===== src/rtl/barrel_shift_sequencer.sv =====
// barrel_shift_sequencer: round-robin sequencer sharing one registered
// 4-bit logical barrel shifter between two requesters.
//
// Splits each job (amount 0-15) into passes of at most 3, feeding the
// shifter result back as the next operand; one response per job.
//
// Ports:
//   clock, reset      rising-edge clock, async active-high reset
//   req0_*, req1_*    job handshake: valid/ready, data, amt, left
//   resp_*            result handshake: valid/ready, id, data
//   sh_sa/left/in     shifter inputs (registered here)
//   sh_out            shifter result, valid one cycle after sh_*
//
// Optional: SHIFT_SHORTCUT_EN -- jobs with amt >= 4 complete in one
// cycle with a zero result, bypassing the shifter.

module barrel_shift_sequencer (
  input  logic       clock,
  input  logic       reset,
  input  logic       req0_valid,
  output logic       req0_ready,
  input  logic [3:0] req0_data,
  input  logic [3:0] req0_amt,
  input  logic       req0_left,
  input  logic       req1_valid,
  output logic       req1_ready,
  input  logic [3:0] req1_data,
  input  logic [3:0] req1_amt,
  input  logic       req1_left,
  output logic       resp_valid,
  input  logic       resp_ready,
  output logic       resp_id,
  output logic [3:0] resp_data,
  output logic [1:0] sh_sa,
  output logic       sh_left,
  output logic [3:0] sh_in,
  input  logic [3:0] sh_out
);

  localparam logic [1:0] IDLE  = 2'd0;
  localparam logic [1:0] ISSUE = 2'd1;
  localparam logic [1:0] WAIT  = 2'd2;
  localparam logic [1:0] DONE  = 2'd3;

  logic [1:0] state;
  logic       ptr;
  logic [3:0] work;
  logic [3:0] rem;
  logic       id;
  logic       left;

  logic       gnt0;
  logic       gnt1;
  logic       acc;
  logic [3:0] a_data;
  logic [3:0] a_amt;
  logic       a_left;
  logic [1:0] a_step;
  logic [1:0] n_step;

  function automatic logic [1:0] min3(
    input logic [3:0] x
  );
    return (x >= 4'd3) ? 2'd3 : x[1:0];
  endfunction

  // Pointer holder wins a tie; a lone requester always wins.
  always_comb begin
    gnt0   = req0_valid & (~ptr | ~req1_valid);
    gnt1   = req1_valid & (ptr | ~req0_valid);
    req0_ready = (state == IDLE) & gnt0;
    req1_ready = (state == IDLE) & gnt1;
    acc    = req0_ready | req1_ready;
    a_data = gnt1 ? req1_data : req0_data;
    a_amt  = gnt1 ? req1_amt  : req0_amt;
    a_left = gnt1 ? req1_left : req0_left;
    a_step = min3(a_amt);
    n_step = min3(rem);
  end

  assign resp_valid = (state == DONE);
  assign resp_id    = id;
  assign resp_data  = work;

  always_ff @(posedge clock or posedge reset) begin
    if (reset) begin
      state   <= IDLE;
      ptr     <= 1'b0;
      work    <= 4'd0;
      rem     <= 4'd0;
      id      <= 1'b0;
      left    <= 1'b0;
      sh_sa   <= 2'd0;
      sh_left <= 1'b0;
      sh_in   <= 4'd0;
    end else begin
      unique case (state)
        IDLE: begin
          if (acc) begin
            id   <= gnt1;
            ptr  <= ~gnt1;
            left <= a_left;
            work <= a_data;
`ifdef SHIFT_SHORTCUT_EN
            if (a_amt >= 4'd4) begin
              work  <= 4'd0;
              rem   <= 4'd0;
              state <= DONE;
            end else begin
              rem     <= a_amt - {2'b00, a_step};
              sh_in   <= a_data;
              sh_left <= a_left;
              sh_sa   <= a_step;
              state   <= ISSUE;
            end
`else
            rem     <= a_amt - {2'b00, a_step};
            sh_in   <= a_data;
            sh_left <= a_left;
            sh_sa   <= a_step;
            state   <= ISSUE;
`endif
          end
        end
        ISSUE: state <= WAIT;
        WAIT: begin
          work <= sh_out;
          if (rem == 4'd0) begin
            state <= DONE;
          end else begin
            sh_in   <= sh_out;
            sh_left <= left;
            sh_sa   <= n_step;
            rem     <= rem - {2'b00, n_step};
            state   <= ISSUE;
          end
        end
        DONE: begin
          if (resp_ready) state <= IDLE;
        end
        default: state <= IDLE;
      endcase
    end
  end

endmodule

===== config.mk =====
export PLATFORM = sky130hd
export DESIGN_NAME = barrel_shift_sequencer
export DESIGN_NICKNAME = d
export VERILOG_FILES = /design/src/rtl/barrel_shift_sequencer.sv
export SDC_FILE = /design/constraint.sdc
export NUM_CORES = 1
export LEC_CHECK = 0
export CORE_ASPECT_RATIO = 1.1
export CORE_MARGIN = 8
export CORE_UTILIZATION = 31
export CTS_BUF_LIST = sky130_fd_sc_hd__clkbuf_4
export DETAILED_ROUTE_END_ITERATION = 7
export HOLD_SLACK_MARGIN = 0.02
export PLACE_DENSITY = 0.7
export SYNTH_ARGS = -nofsm -noshare
export SYNTH_HDL_FRONTEND = slang
export SYNTH_SLANG_ARGS = --single-unit
export TNS_END_PERCENT = 1

===== constraint.sdc =====
create_clock -name clock -period 2.47 [get_ports clock]
set_input_delay 0.494 -clock clock [delete_from_list [all_inputs] [get_ports clock]]
set_output_delay 0.494 -clock clock [all_outputs]
set_load 0.01 [all_outputs]

### Yosys cells after proc, flatten, opt, wreduce, memory -nomap -nowiden

Cells that the tools add are included.

| cells by class | value |
|---|---|
| bitwise gates (word level) | 11 |
| mux-type cells | 22 |
| order comparisons | 2 |
| equal/unequal tests | 6 |
| add/sub/neg operators | 2 |
| reductions and logical operators | 7 |

Operators by type and width:

| cell | count |
|---|---|
| two-way mux 4 bit | 6 |
| case mux 4 bit (2 select lines) | 3 |
| two-way mux 2 bit | 7 |
| greater-or-equal comparator 4 x 2 -> 1 bit (second input constant) | 2 |
| case mux 2 bit (4 select lines) | 1 |
| subtractor 4 x 2 -> 4 bit | 2 |
| AND reduction 2 bit | 3 |
| AND 1 bit | 4 |
| equality test 2 bit (second input constant) | 2 |
| zero test 4 bit | 1 |
| inequality test 2 bit (second input constant) | 2 |
| NOT 1 bit | 4 |
| case mux 2 bit (2 select lines) | 1 |
| two-way mux 1 bit | 3 |
| OR 1 bit | 3 |
| AND reduction 3 bit | 1 |
| equality test 2 x 1 -> 1 bit (second input constant) | 1 |
| zero test 2 bit | 1 |
| inequality test 2 x 1 -> 1 bit (second input constant) | 1 |
| case mux 1 bit (2 select lines) | 1 |
| nonzero test 2 bit | 1 |

| word-level totals | value |
|---|---|
| output and inout bits | 15 |
| word-level logic and storage cells | 59 |
| flip-flop bits (word level) | 20 |

### Logic depth before layout (Yosys ltp)

Gate-level depths: netlist of the first run.

| logic depth | value |
|---|---|
| depth in word-level cells | 9 |
| gate-level depth with buffers | 8 |
| mapped depth without buffers | 7 |

### Worst setup path after synthesis of the first run

Ideal clock, no wire load.

| timing | value |
|---|---|
| kind | register -> register |
| start point | register state[0] |
| end point | register sh_in[0] |
| required time | 2,345 ps |
| path slack | 666 ps |
| buffers on the path | 2 |
| data arrival time | 1,679 ps |
| cell stages (with the launch flop) | 7 |
| period minus slack after synthesis | 1,804 ps |
| setup time | 125 ps |
| cell sequence | dfrtp_1 buf_6 nand2b_4 buf_6 or4b_4 nand2_8 mux2_4 |

| between the ends | value |
|---|---|
| cells in the longest elaborated chain, start to end | 5 |

RTL lines:

| item | line | source |
|---|---|---|
| start, declared | 45 | `logic [1:0] state;` |
| start signal, assigned | 87 | `state <= IDLE;` |
| start signal, assigned | 121 | `state <= ISSUE;` |
| start signal, assigned | 125 | `ISSUE: state <= WAIT;` |
| zero test 2 bit | 71, 72, 97 |  |
| AND 1 bit, on equally long branches | 71, 72 |  |
| OR 1 bit | 73 | `acc = req0_ready \| req1_ready;` |
| inequality test 2 bit (no line) | n/a |  |
| AND reduction 3 bit (no line) | n/a |  |
| end signal, assigned | 118 | `sh_in <= a_data;` |
| end signal, assigned | 131 | `sh_in <= sh_out;` |
| end, declared | 36 | `output logic [3:0] sh_in,` |

Several ways; a longest one is shown, not always the timed one.
A chain may end at the register's enable or synchronous reset.

### Worst setup path in the final report of the first run

| timing | value |
|---|---|
| start point | input port req1_valid |
| end point | output port req0_ready |

| between the ends | value |
|---|---|
| cells in the longest elaborated chain, start to end | 4 |

RTL lines:

| item | line | source |
|---|---|---|
| start, declared | 25 | `input logic req1_valid,` |
| NOT 1 bit | 69 | `gnt0 = req0_valid & (~ptr \| ~req1_valid);` |
| OR 1 bit | 69 |  |
| AND 1 bit | 69 |  |
| AND 1 bit | 71 | `req0_ready = (state == IDLE) & gnt0;` |
| end, declared | 21 | `output logic req0_ready,` |

Every way passes these cells.

==> results.sh, run 1 <==
export IMPL_htree_num_levels=1
export IMPL_fill_cells=358
export IMPL_startpoint="req1_valid"
export IMPL_power_density_nw_per_um2=1120
export IMPL_synth_edff_count=0
export IMPL_clock_skew_ns=0.00866
export IMPL_synth_area_per_cell_um2=9.60
export IMPL_rr_startpoint="state[0]$_DFFE_PP0P_"
export IMPL_crit_arrival_ns=1.85
export IMPL_cts_sinks=20
export IMPL_numCtsBuffers=3
export IMPL_postCtsSetupRepairBufs=0
export IMPL_clkTransAtPathRegs_ns=0.11
export IMPL_yosysMostFrequentCell="dfrtp_1"
export IMPL_report_power_total_mw=1.89
export IMPL_crit_type="in2out"
export IMPL_die_h_um=80.7
export IMPL_worst_slew_pin_transition_ns=0.762
export IMPL_swShare_pct=38.9
export IMPL_slew_violations=0
export IMPL_p_leak_nw=0.729
export IMPL_diodes=0
export IMPL_hp_class="reg2reg"
export IMPL_synth_area_leader_cell="dfrtp_1"
export IMPL_synth_area_leaders="dfrtp_1, nand2_1, mux2_4, nor2_1, mux2_2"
export IMPL_route_detailed_drc=0
export IMPL_drt_wl_total_um=3470
export IMPL_antenna_found_initial=0
export IMPL_first_pass_iters=4
export IMPL_routabilityCongestion=0.805
export IMPL_reg2reg_to="sh_in[2]$_DFFE_PP0P_"
export IMPL_setup_violations=0
export IMPL_required_ns=1.98
export IMPL_finalCriticalPeriod_ns=2.35
export IMPL_peakVddDrop_mv=0.538
export IMPL_max_slew_margin_rel_pct=49.2
export IMPL_maxCapViolations=0
export IMPL_core_um2=3650
export IMPL_clkPwrFrac_pct=8.5
export IMPL_grt_max_degree=21
export IMPL_ys_warnings_count=0
export IMPL_wl_per_cell_um=15.9
export IMPL_fp_dieW_um=74.9
export IMPL_final_antenna_net_count=0
export IMPL_grt_pass1_vias=1143
export IMPL_p_switching_mw=0.736
export IMPL_drive_gt1_share_pct=13.7
export IMPL_ys_seq_area_share_pct=42.4
export IMPL_initial_utilization_pct=32.3
export IMPL_fin_area_um2=1690
export IMPL_hold_buffers=0
export IMPL_worstPathMaxFanout=4
export IMPL_seq_power_share_pct=34.4
export IMPL_grt_pass1_wl_um=5510
export IMPL_post_dp_cell_area_um2=1660
export IMPL_power_share_combinational_pct=57.2
export IMPL_reg2regPathDepth=4
export IMPL_max_freq_mhz=426
export IMPL_vias=1139
export IMPL_cts_tree="done"
export IMPL_r2r_setup_slack_ns=0.54
export IMPL_p_int_mw=1.16
export IMPL_rows=23
export IMPL_first_iter_violations=64
export IMPL_die_area_um2=6040
export IMPL_ctsLongestPathBuffers=2
export IMPL_min_from="sh_left$_DFFE_PP0P_"
export IMPL_fin_nets=198
export IMPL_avgViaCountPerCell=5.22
export IMPL_synth_ff_type="dfrtp_1"
export IMPL_insertion_delay_ns=0.31
export IMPL_rsz0062_at_grt="no"
export IMPL_end_kind="output pin"
export IMPL_area_growth_syn_to_layout_pct=43.1
export IMPL_io_pins=42
export IMPL_setup_tns_final_ns=0
export IMPL_cp_endpoint="req0_ready"
export IMPL_track_usage_pct=11.7
export IMPL_hold_viol=0
export IMPL_synth_area_um2=1180
export IMPL_cp_start_kind="input pin"
export IMPL_synth_commonest_cells="dfrtp_1, nand2_1, nor2_1, a31oi_1, nor3_1"
export IMPL_numPortBuffers=41
export IMPL_grt_overflow=0
export IMPL_synth_top_area_share_pct=42.4
export IMPL_ys_async_sr_fraction_pct=100
export IMPL_status="completed"
export IMPL_cts_root_buffer="clkbuf_4"
export IMPL_syn_inst=123
export IMPL_finalCritPeriodShare_pct=95.0
export IMPL_ys_seq_elements=20
export IMPL_synth_nets=152
export IMPL_ys_types=36
export IMPL_hpwl_um=2660
==> metrics by stage <==
step,std cells,setup slack (ns),utilization [%],hold slack (ns)
after detailed placement,214,0.0494,45.3,0.481
after CTS,218,0.0478,46.0,0.509
after global routing,218,0.0208,46.3,0.534
after global placement,214,0.0678,45.3,0.462
after floorplan,123,0.666,-,0.458
final,218,0.123,46.3,0.501
==> placed cells by master (no fill, tap or decap), types with 2 or more instances in the layout <==
| cell | Yosys | final |
|---|---|---|
| clkdlybuf4s50_1 | 0 | 40 |
| dfrtp_1 | 20 | 20 |
| nand2_1 | 17 | 17 |
| nor2_1 | 15 | 15 |
| a31oi_1 | 6 | 6 |
| nor3_1 | 6 | 5 |
| o21ai_0 | 5 | 5 |
| buf_4 | 0 | 5 |
| a21oi_1 | 4 | 4 |
| mux2_2 | 4 | 4 |
| mux2_4 | 4 | 4 |
| nor4_1 | 4 | 4 |
| inv_1 | 3 | 3 |
| mux2i_1 | 3 | 3 |
| clkbuf_4 | 0 | 3 |
| nand2b_1 | 2 | 2 |
| a22o_1 | 2 | 2 |
| or4_1 | 2 | 2 |
| a32o_1 | 2 | 2 |
| or2_2 | 2 | 2 |
| ha_1 | 2 | 2 |
==> cell type report <==
class	instances	area [um2]	area share (%)
Clock inverter	1	3.75	0.222
Timing Repair Buffer	46	450	26.6
Multi-Input combinational cell	95	639	37.8
Inverter	3	11.3	0.666
Sequential cell	20	500	29.6
Clock buffer	3	22.5	1.33
Tap cell	50	62.6	3.70
==> layer usage <==
metal,vias up,GRT usage [%],part of all wire [%]
met1,547,13.7,41
met2,50,20.4,53
met4,0,2.94,1.3
met5,-,0,0
met3,9,2.96,5.5
li1,533,-,-
==> sequential cells by signal (all words and copies together), names as in the netlist <==
name and cells:
ptr 1, left 1, rem 4, sh_in 4, sh_sa 2, sh_left 1, state 2, resp_data 4
resp_id 1
==> worst min path at each step <==
stage | to | slack [ns] | cells after the start
floorplan | left$_DFFE_PP0P_ | 0.46 | 1
global placement | sh_left$_DFFE_PP0P_ | 0.46 | 1
detailed placement | sh_left$_DFFE_PP0P_ | 0.48 | 1
CTS | sh_left$_DFFE_PP0P_ | 0.51 | 1
global route | sh_left$_DFFE_PP0P_ | 0.53 | 1
finish | sh_left$_DFFE_PP0P_ | 0.50 | 1
==> power groups by stage <==
stage | combinational, mW | clock (mW) | sequential, mW
after floorplan | 0.661 | 0 | 0.655
after global placement | 1.05 | 0 | 0.641
after detailed placement | 1.08 | 0 | 0.653
after CTS | 1.09 | 0.169 | 0.646
after global routing | 1.18 | 0.186 | 0.675
final | 1.08 | 0.160 | 0.650
==> cell families (layout without fill, tap and decap cells) <==
| family | after synthesis | count (layout) | synth area share, % |
|---|---|---|---|
| mux | 11 | 11 | 11.4 |
| compound gates | 27 | 27 | 15.1 |
| simple gates | 54 | 54 | 24.3 |
| flops | 20 | 20 | 42.4 |
| buf+inv | 8 | 53 | 3.92 |
| fa+ha+maj | 2 | 2 | 2.12 |
| xor+xnor | 1 | 1 | 0.742 |
==> what timing repair did <==
item / 4_1_cts / 5_1_grt
hold endpoints to repair: 0 / 0
setup endpoints to repair: 0 / 1
gates resized for setup: 0 / 2
==> critical path: stages <==
cell and delay [ns]:
clkdlybuf4s50_1 0.42, buf_4 0.15, nand2_1 0.05, and3_1 0.19
clkdlybuf4s50_1 0.55
(Power assumes the default switching activity.)
==> run 2: changes to the inputs <==
--- a/config.mk
+++ b/config.mk
@@ -11,7 +11,7 @@
 export CTS_BUF_LIST = sky130_fd_sc_hd__clkbuf_4
 export DETAILED_ROUTE_END_ITERATION = 7
 export HOLD_SLACK_MARGIN = 0.02
-export PLACE_DENSITY = 0.7
+export PLACE_DENSITY = 0.71
 export SYNTH_ARGS = -nofsm -noshare
 export SYNTH_HDL_FRONTEND = slang
 export SYNTH_SLANG_ARGS = --single-unit
==> run 2 against run 1 <==
Clock power up 72%; final cell count unchanged; core utilization up 0.65 points; via count down 0.35%; sequential power about the same; largest power group unchanged; first-iteration DRC count down 25%; sequential share of layout area down 0.41 points; highest routed layer unchanged; non-clock buffer count unchanged.
==> results.sh, run 2 (synthesis gave the netlist of run 1 again) <==
export IMPL_hold_viol=0
export IMPL_final_cell_mix="clkdlybuf4s50_1, dfrtp_1, nand2_1"
export IMPL_clock_skew_ns=0.00222
export IMPL_peakVddDrop_mv=0.394
export IMPL_max_freq_mhz=416
export IMPL_routabilityCongestion=0.900
export IMPL_fill_cells=346
export IMPL_initial_utilization_pct=32.3
export IMPL_path_delay_family="buffers and inverters"
export IMPL_seq_power_share_pct=32.5
export IMPL_vias=1135
export IMPL_crit_type="in2out"
export IMPL_max_slew_margin_rel_pct=47.8
export IMPL_fin_nets=198
export IMPL_io_pins=42
export IMPL_critical_path_buf_inv_count=3
export IMPL_dpl_cell_count=214
export IMPL_avgViaCountPerCell=5.21
export IMPL_grt_max_degree=21
export IMPL_ctsLongestPathBuffers=2
export IMPL_postCtsSetupRepairBufs=0
export IMPL_drt_wl_total_um=3500
export IMPL_required_ns=1.98
export IMPL_max_stage_delay_ns=0.55
export IMPL_p_int_mw=1.26
export IMPL_multi_input_area_um2=639
export IMPL_status="completed"
export IMPL_cts_root_buffer="clkbuf_4"
export IMPL_groute_layer_met1_usage_pct=13.4
export IMPL_numCtsBuffers=3
export IMPL_final_common_cell="clkdlybuf4s50_1"
export IMPL_clkPwrFrac_pct=13.7
export IMPL_setup_violations=0
export IMPL_finalCriticalPeriod_ns=2.40
export IMPL_die_h_um=80.7
export IMPL_core_um2=3650
export IMPL_p_leak_nw=0.725
export IMPL_crit_chain="clkdlybuf4s50_1, buf_4, nand2_1, and3_1, clkdlybuf4s50_1"
export IMPL_rows=23
export IMPL_regArea_um2=500
export IMPL_report_power_total_mw=2.01
export IMPL_route_detailed_drc=0
export IMPL_finalCritPeriodShare_pct=97.3
export IMPL_end_kind="output pin"
export IMPL_swShare_pct=37.4
export IMPL_cts_sinks=20
export IMPL_clkTransAtPathRegs_ns=0.12
export IMPL_first_iter_violations=48
export IMPL_crit_path_frequent_cell="clkdlybuf4s50_1"
export IMPL_power_share_combinational_pct=53.8
export IMPL_die_area_um2=6040
export IMPL_gr_usage_met3_pct=1.60
export IMPL_hp_class="reg2reg"
export IMPL_grt_pass1_wl_um=5620
export IMPL_stdcell_count=218
export IMPL_area_growth_syn_to_layout_pct=45.1
export IMPL_antenna_found_initial=0
export IMPL_worstPathMaxFanout=3
export IMPL_rsz0062_at_grt="no"
export IMPL_fp_dieW_um=74.9
export IMPL_insertion_delay_ns=0.31
export IMPL_maxCapViolations=0
export IMPL_grt_met2_usage_pct=20.4
export IMPL_final_antenna_net_count=0
export IMPL_utilization_pct=46.9
export IMPL_drive_gt1_share_pct=14.3
export IMPL_grt_pass1_vias=1155
export IMPL_hpwl_um=2600
export IMPL_slew_violations=0
export IMPL_grt_busiest_layer="met2"
export IMPL_worst_slew_pin_transition_ns=0.782
export IMPL_cts_tree="done"
export IMPL_diodes=0
export IMPL_grt_overflow=0
export IMPL_cp_start_kind="input pin"
export IMPL_first_pass_iters=4
export IMPL_p_switching_mw=0.751
export IMPL_wl_per_cell_um=16.1
export IMPL_track_usage_pct=11.9
export IMPL_whs_ns=0.521
export IMPL_crit_arrival_ns=1.91
export IMPL_htree_num_levels=1
export IMPL_numPortBuffers=41
export IMPL_power_density_nw_per_um2=1170
export IMPL_crit_path_top_delay_cell="clkdlybuf4s50_1"
==> run 2: changes by cell type in the layout (fill, tap and decap cells not counted) <==
cell             delta
bufinv_16           +1
dlymetal6s2s_1      -1
clkinv_1            -1
clkdlybuf4s50_1     +1
==> run 2: layout make-up <==
type / instances / area share (%)
well taps: 50 / 3.65
flip-flops and latches: 20 / 29.2
repair buffers: 46 / 26.1
inverters: 3 / 0.657
clock buffers: 3 / 1.31
clock inverters: 1 / 1.75
multi-input cells: 95 / 37.3
==> run 2: path summary, 6_finish.rpt <==
check	startpoint	endpoint	slack, ns	depth (start not counted)
max in group asynchronous	reset	resp_data[3]$_DFFE_PP0P_	1.37	2
max	req1_valid	req0_ready	0.07	5
min reg2reg	sh_left$_DFFE_PP0P_	sh_left$_DFFE_PP0P_	0.52	1
max reg2reg	state[0]$_DFFE_PP0P_	sh_in[1]$_DFFE_PP0P_	0.51	4
min in group asynchronous	reset	sh_in[2]$_DFFE_PP0P_	0.62	2
min	sh_left$_DFFE_PP0P_	sh_left$_DFFE_PP0P_	0.52	1
==> run 2: per-stage QoR <==
step	area, um2	TNS [ns]	setup WS, ns
after floorplan	1180	0	0.666
after global placement	1660	0	0.0953
after detailed placement	1660	-0.0212	-0.0212
after CTS	1710	0	0.0712
after global routing	1710	0	0.00191
final	1710	0	0.0659
==> run 2: power groups by stage <==
stage	Clock [mW]	Sequential [mW]	Combinational, mW
after global routing	0.304	0.678	1.18
after global placement	0	0.645	1.05
final	0.276	0.653	1.08
after CTS	0.281	0.649	1.09
after floorplan	0	0.655	0.661
after detailed placement	0	0.651	1.07
==> run 2: what timing repair did <==
action,4_1_cts,5_1_grt
setup endpoints to repair,1,0
hold buffers,0,0
hold endpoints to repair,0,0
gates resized for setup,1,0
==> run 2: worst register-to-register path, stage by stage, from the launching register on <==
cell and delay [ns]:
dfrtp_1 0.52, nand2b_4 0.29, or4b_4 0.59, nand2_8 0.15, mux2_4 0.31
==> run 2: metal layers <==
layer,routed length (um),share of wire (%),vias up
li1,-,-,539
met1,1400,40,553
met2,1880,54,36
met3,143,4.1,7
met4,84,2.4,0
met5,0,0,-
==> run 3: changes to the inputs <==
--- a/config.mk
+++ b/config.mk
@@ -6,12 +6,12 @@
 export NUM_CORES = 1
 export LEC_CHECK = 0
 export CORE_ASPECT_RATIO = 1.1
-export CORE_MARGIN = 8
 export CORE_UTILIZATION = 31
 export CTS_BUF_LIST = sky130_fd_sc_hd__clkbuf_4
 export DETAILED_ROUTE_END_ITERATION = 7
 export HOLD_SLACK_MARGIN = 0.02
 export PLACE_DENSITY = 0.71
+export SLEW_MARGIN = 5
 export SYNTH_ARGS = -nofsm -noshare
 export SYNTH_HDL_FRONTEND = slang
 export SYNTH_SLANG_ARGS = --single-unit
==> run 3 against run 2 <==
Sequential share of layout area is the same; wire length shrank 13%; clock-buffer cell count is the same; die area shrank 33%; final cell count is the same; combinational power is essentially flat; design area is the same; core utilization is the same; hold slack lost 0.0049 ns; power shrank 0.79%; via count shrank 1.1%; critical path type unchanged; largest cell class unchanged.
==> results.sh, run 3 (synthesis gave the netlist of run 1 again) <==
export IMPL_numCtsBuffers=3
export IMPL_crit_arrival_ns=1.89
export IMPL_max_slew_margin_rel_pct=48.8
export IMPL_power_density_nw_per_um2=1160
export IMPL_utilization_pct=46.9
export IMPL_multi_input_area_um2=639
export IMPL_cts_tree="done"
export IMPL_grt_max_degree=21
export IMPL_grt_overflow=0
export IMPL_setup_slack_ns=0.0891
export IMPL_ctsLongestPathBuffers=2
export IMPL_hold_buffers=0
export IMPL_hold_viol=0
export IMPL_worst_slew_pin_transition_ns=0.767
export IMPL_post_dp_cell_area_um2=1660
export IMPL_first_iter_violations=30
export IMPL_fin_nets=198
export IMPL_required_ns=1.98
export IMPL_crit_type="in2out"
export IMPL_worstPathMaxFanout=4
export IMPL_cts_sinks=20
export IMPL_peakVddDrop_mv=0.406
export IMPL_setup_violations=0
export IMPL_max_freq_mhz=420
export IMPL_cts_root_buffer="clkbuf_4"
export IMPL_vias=1122
export IMPL_hp_class="reg2reg"
export IMPL_grt_pass1_vias=1164
export IMPL_hpwl_um=2310
export IMPL_routabilityCongestion=0.876
export IMPL_final_common_cell="clkdlybuf4s50_1"
export IMPL_setup_tns_final_ns=0
export IMPL_cts_resized=0
export IMPL_avgViaCountPerCell=5.15
export IMPL_hold_path_cell_count=1
export IMPL_die_area_um2=4060
export IMPL_rows=23
export IMPL_regArea_um2=500
export IMPL_holdPathEnd="sh_sa[0]$_DFFE_PP0P_"
export IMPL_finalCritPeriodShare_pct=96.4
export IMPL_numPortBuffers=41
export IMPL_first_pass_iters=4
export IMPL_area_growth_syn_to_layout_pct=45.1
export IMPL_clock_skew_ns=0.00651
export IMPL_drive_gt1_share_pct=14.3
export IMPL_maxCapViolations=0
export IMPL_rr_startpoint="state[0]$_DFFE_PP0P_"
export IMPL_wl_per_cell_um=14.0
export IMPL_grt_pass1_wl_um=5090
export IMPL_final_antenna_net_count=0
export IMPL_track_usage_pct=16.9
export IMPL_drt_wl_total_um=3050
export IMPL_clkTransAtPathRegs_ns=0.11
export IMPL_r2r_setup_slack_ns=0.52
export IMPL_cp_start_kind="input pin"
export IMPL_route_detailed_drc=0
export IMPL_rsz0062_at_grt="no"
export IMPL_reg2regPathDepth=4
export IMPL_htree_num_levels=1
export IMPL_min_from="sh_sa[0]$_DFFE_PP0P_"
export IMPL_pre_cts_ws_ns=0.0235
export IMPL_antenna_found_initial=0
export IMPL_die_h_um=66.7
export IMPL_slew_violations=0
export IMPL_postCtsSetupRepairBufs=0
export IMPL_p_leak_nw=0.725
export IMPL_reg2reg_to="sh_in[0]$_DFFE_PP0P_"
export IMPL_finalCriticalPeriod_ns=2.38
export IMPL_insertion_delay_ns=0.32
export IMPL_status="completed"
export IMPL_io_pins=42
export IMPL_final_cell_mix="clkdlybuf4s50_1, dfrtp_1, nand2_1"
export IMPL_fp_dieW_um=60.9
export IMPL_stdcell_count=218
export IMPL_fin_area_um2=1710
export IMPL_initial_utilization_pct=32.3
export IMPL_fill_cells=354
export IMPL_end_kind="output pin"
export IMPL_core_um2=3650
export IMPL_dpl_cell_count=214
export IMPL_diodes=0
run 3: cell counts in the layout (fill, tap and decap cells not counted):
No cell type changed its count.
run 3: where the power goes:
part	internal (mW)	switching (mW)	leakage (nW)	total (mW)
Clock	0.164	0.111	0.0279	0.276
Sequential	0.497	0.158	0.236	0.654
Combinational	0.598	0.466	0.461	1.06
Total	1.26	0.735	0.725	1.99
run 3: cell type report:
| type | instances | area share, % |
|---|---|---|
| clock buffers | 3 | 1.31 |
| clock inverters | 1 | 1.75 |
| inverters | 3 | 0.657 |
| multi-input cells | 95 | 37.3 |
| flip-flops and latches | 20 | 29.2 |
| well taps | 50 | 3.65 |
| repair buffers | 46 | 26.1 |
run 3: how the worst max path moves through the flow:
| stage | to | from | slack (ns) |
|---|---|---|---|
| floorplan | sh_in[0]$_DFFE_PP0P_ | state[0]$_DFFE_PP0P_ | 0.67 |
| global placement | req1_ready | req0_valid | 0.1 |
| detailed placement | req1_ready | req0_valid | 0.02 |
| CTS | req1_ready | req0_valid | 0.02 |
| global route | req1_ready | req0_valid | 0.04 |
| finish | req0_ready | req1_valid | 0.09 |
run 3: per-layer routing:
layer / wire (um) / global-route usage, % / up-vias / part of all wire, %
met4: 85 / 8.52 / 0 / 2.8
met1: 1280 / 20.1 / 548 / 42
met2: 1570 / 29.7 / 32 / 51
met3: 120 / 1.75 / 7 / 3.9
li1: - / - / 535 / -
met5: 0 / 0 / - / 0
run 3: critical path, stage by stage:
cell and delay [ns]:
clkdlybuf4s50_1 0.42, buf_4 0.15, nand2_1 0.06, and3_1 0.20, clkdlybuf4s50_1 0.56
run 3: metrics by stage:
step,power [mW],hold slack [ns]
2_1_floorplan,1.32,0.458
6_report,1.99,0.516
5_1_grt,2.14,0.526
3_3_place_gp,1.68,0.463
3_5_place_dp,1.72,0.478
4_1_cts,2.00,0.506
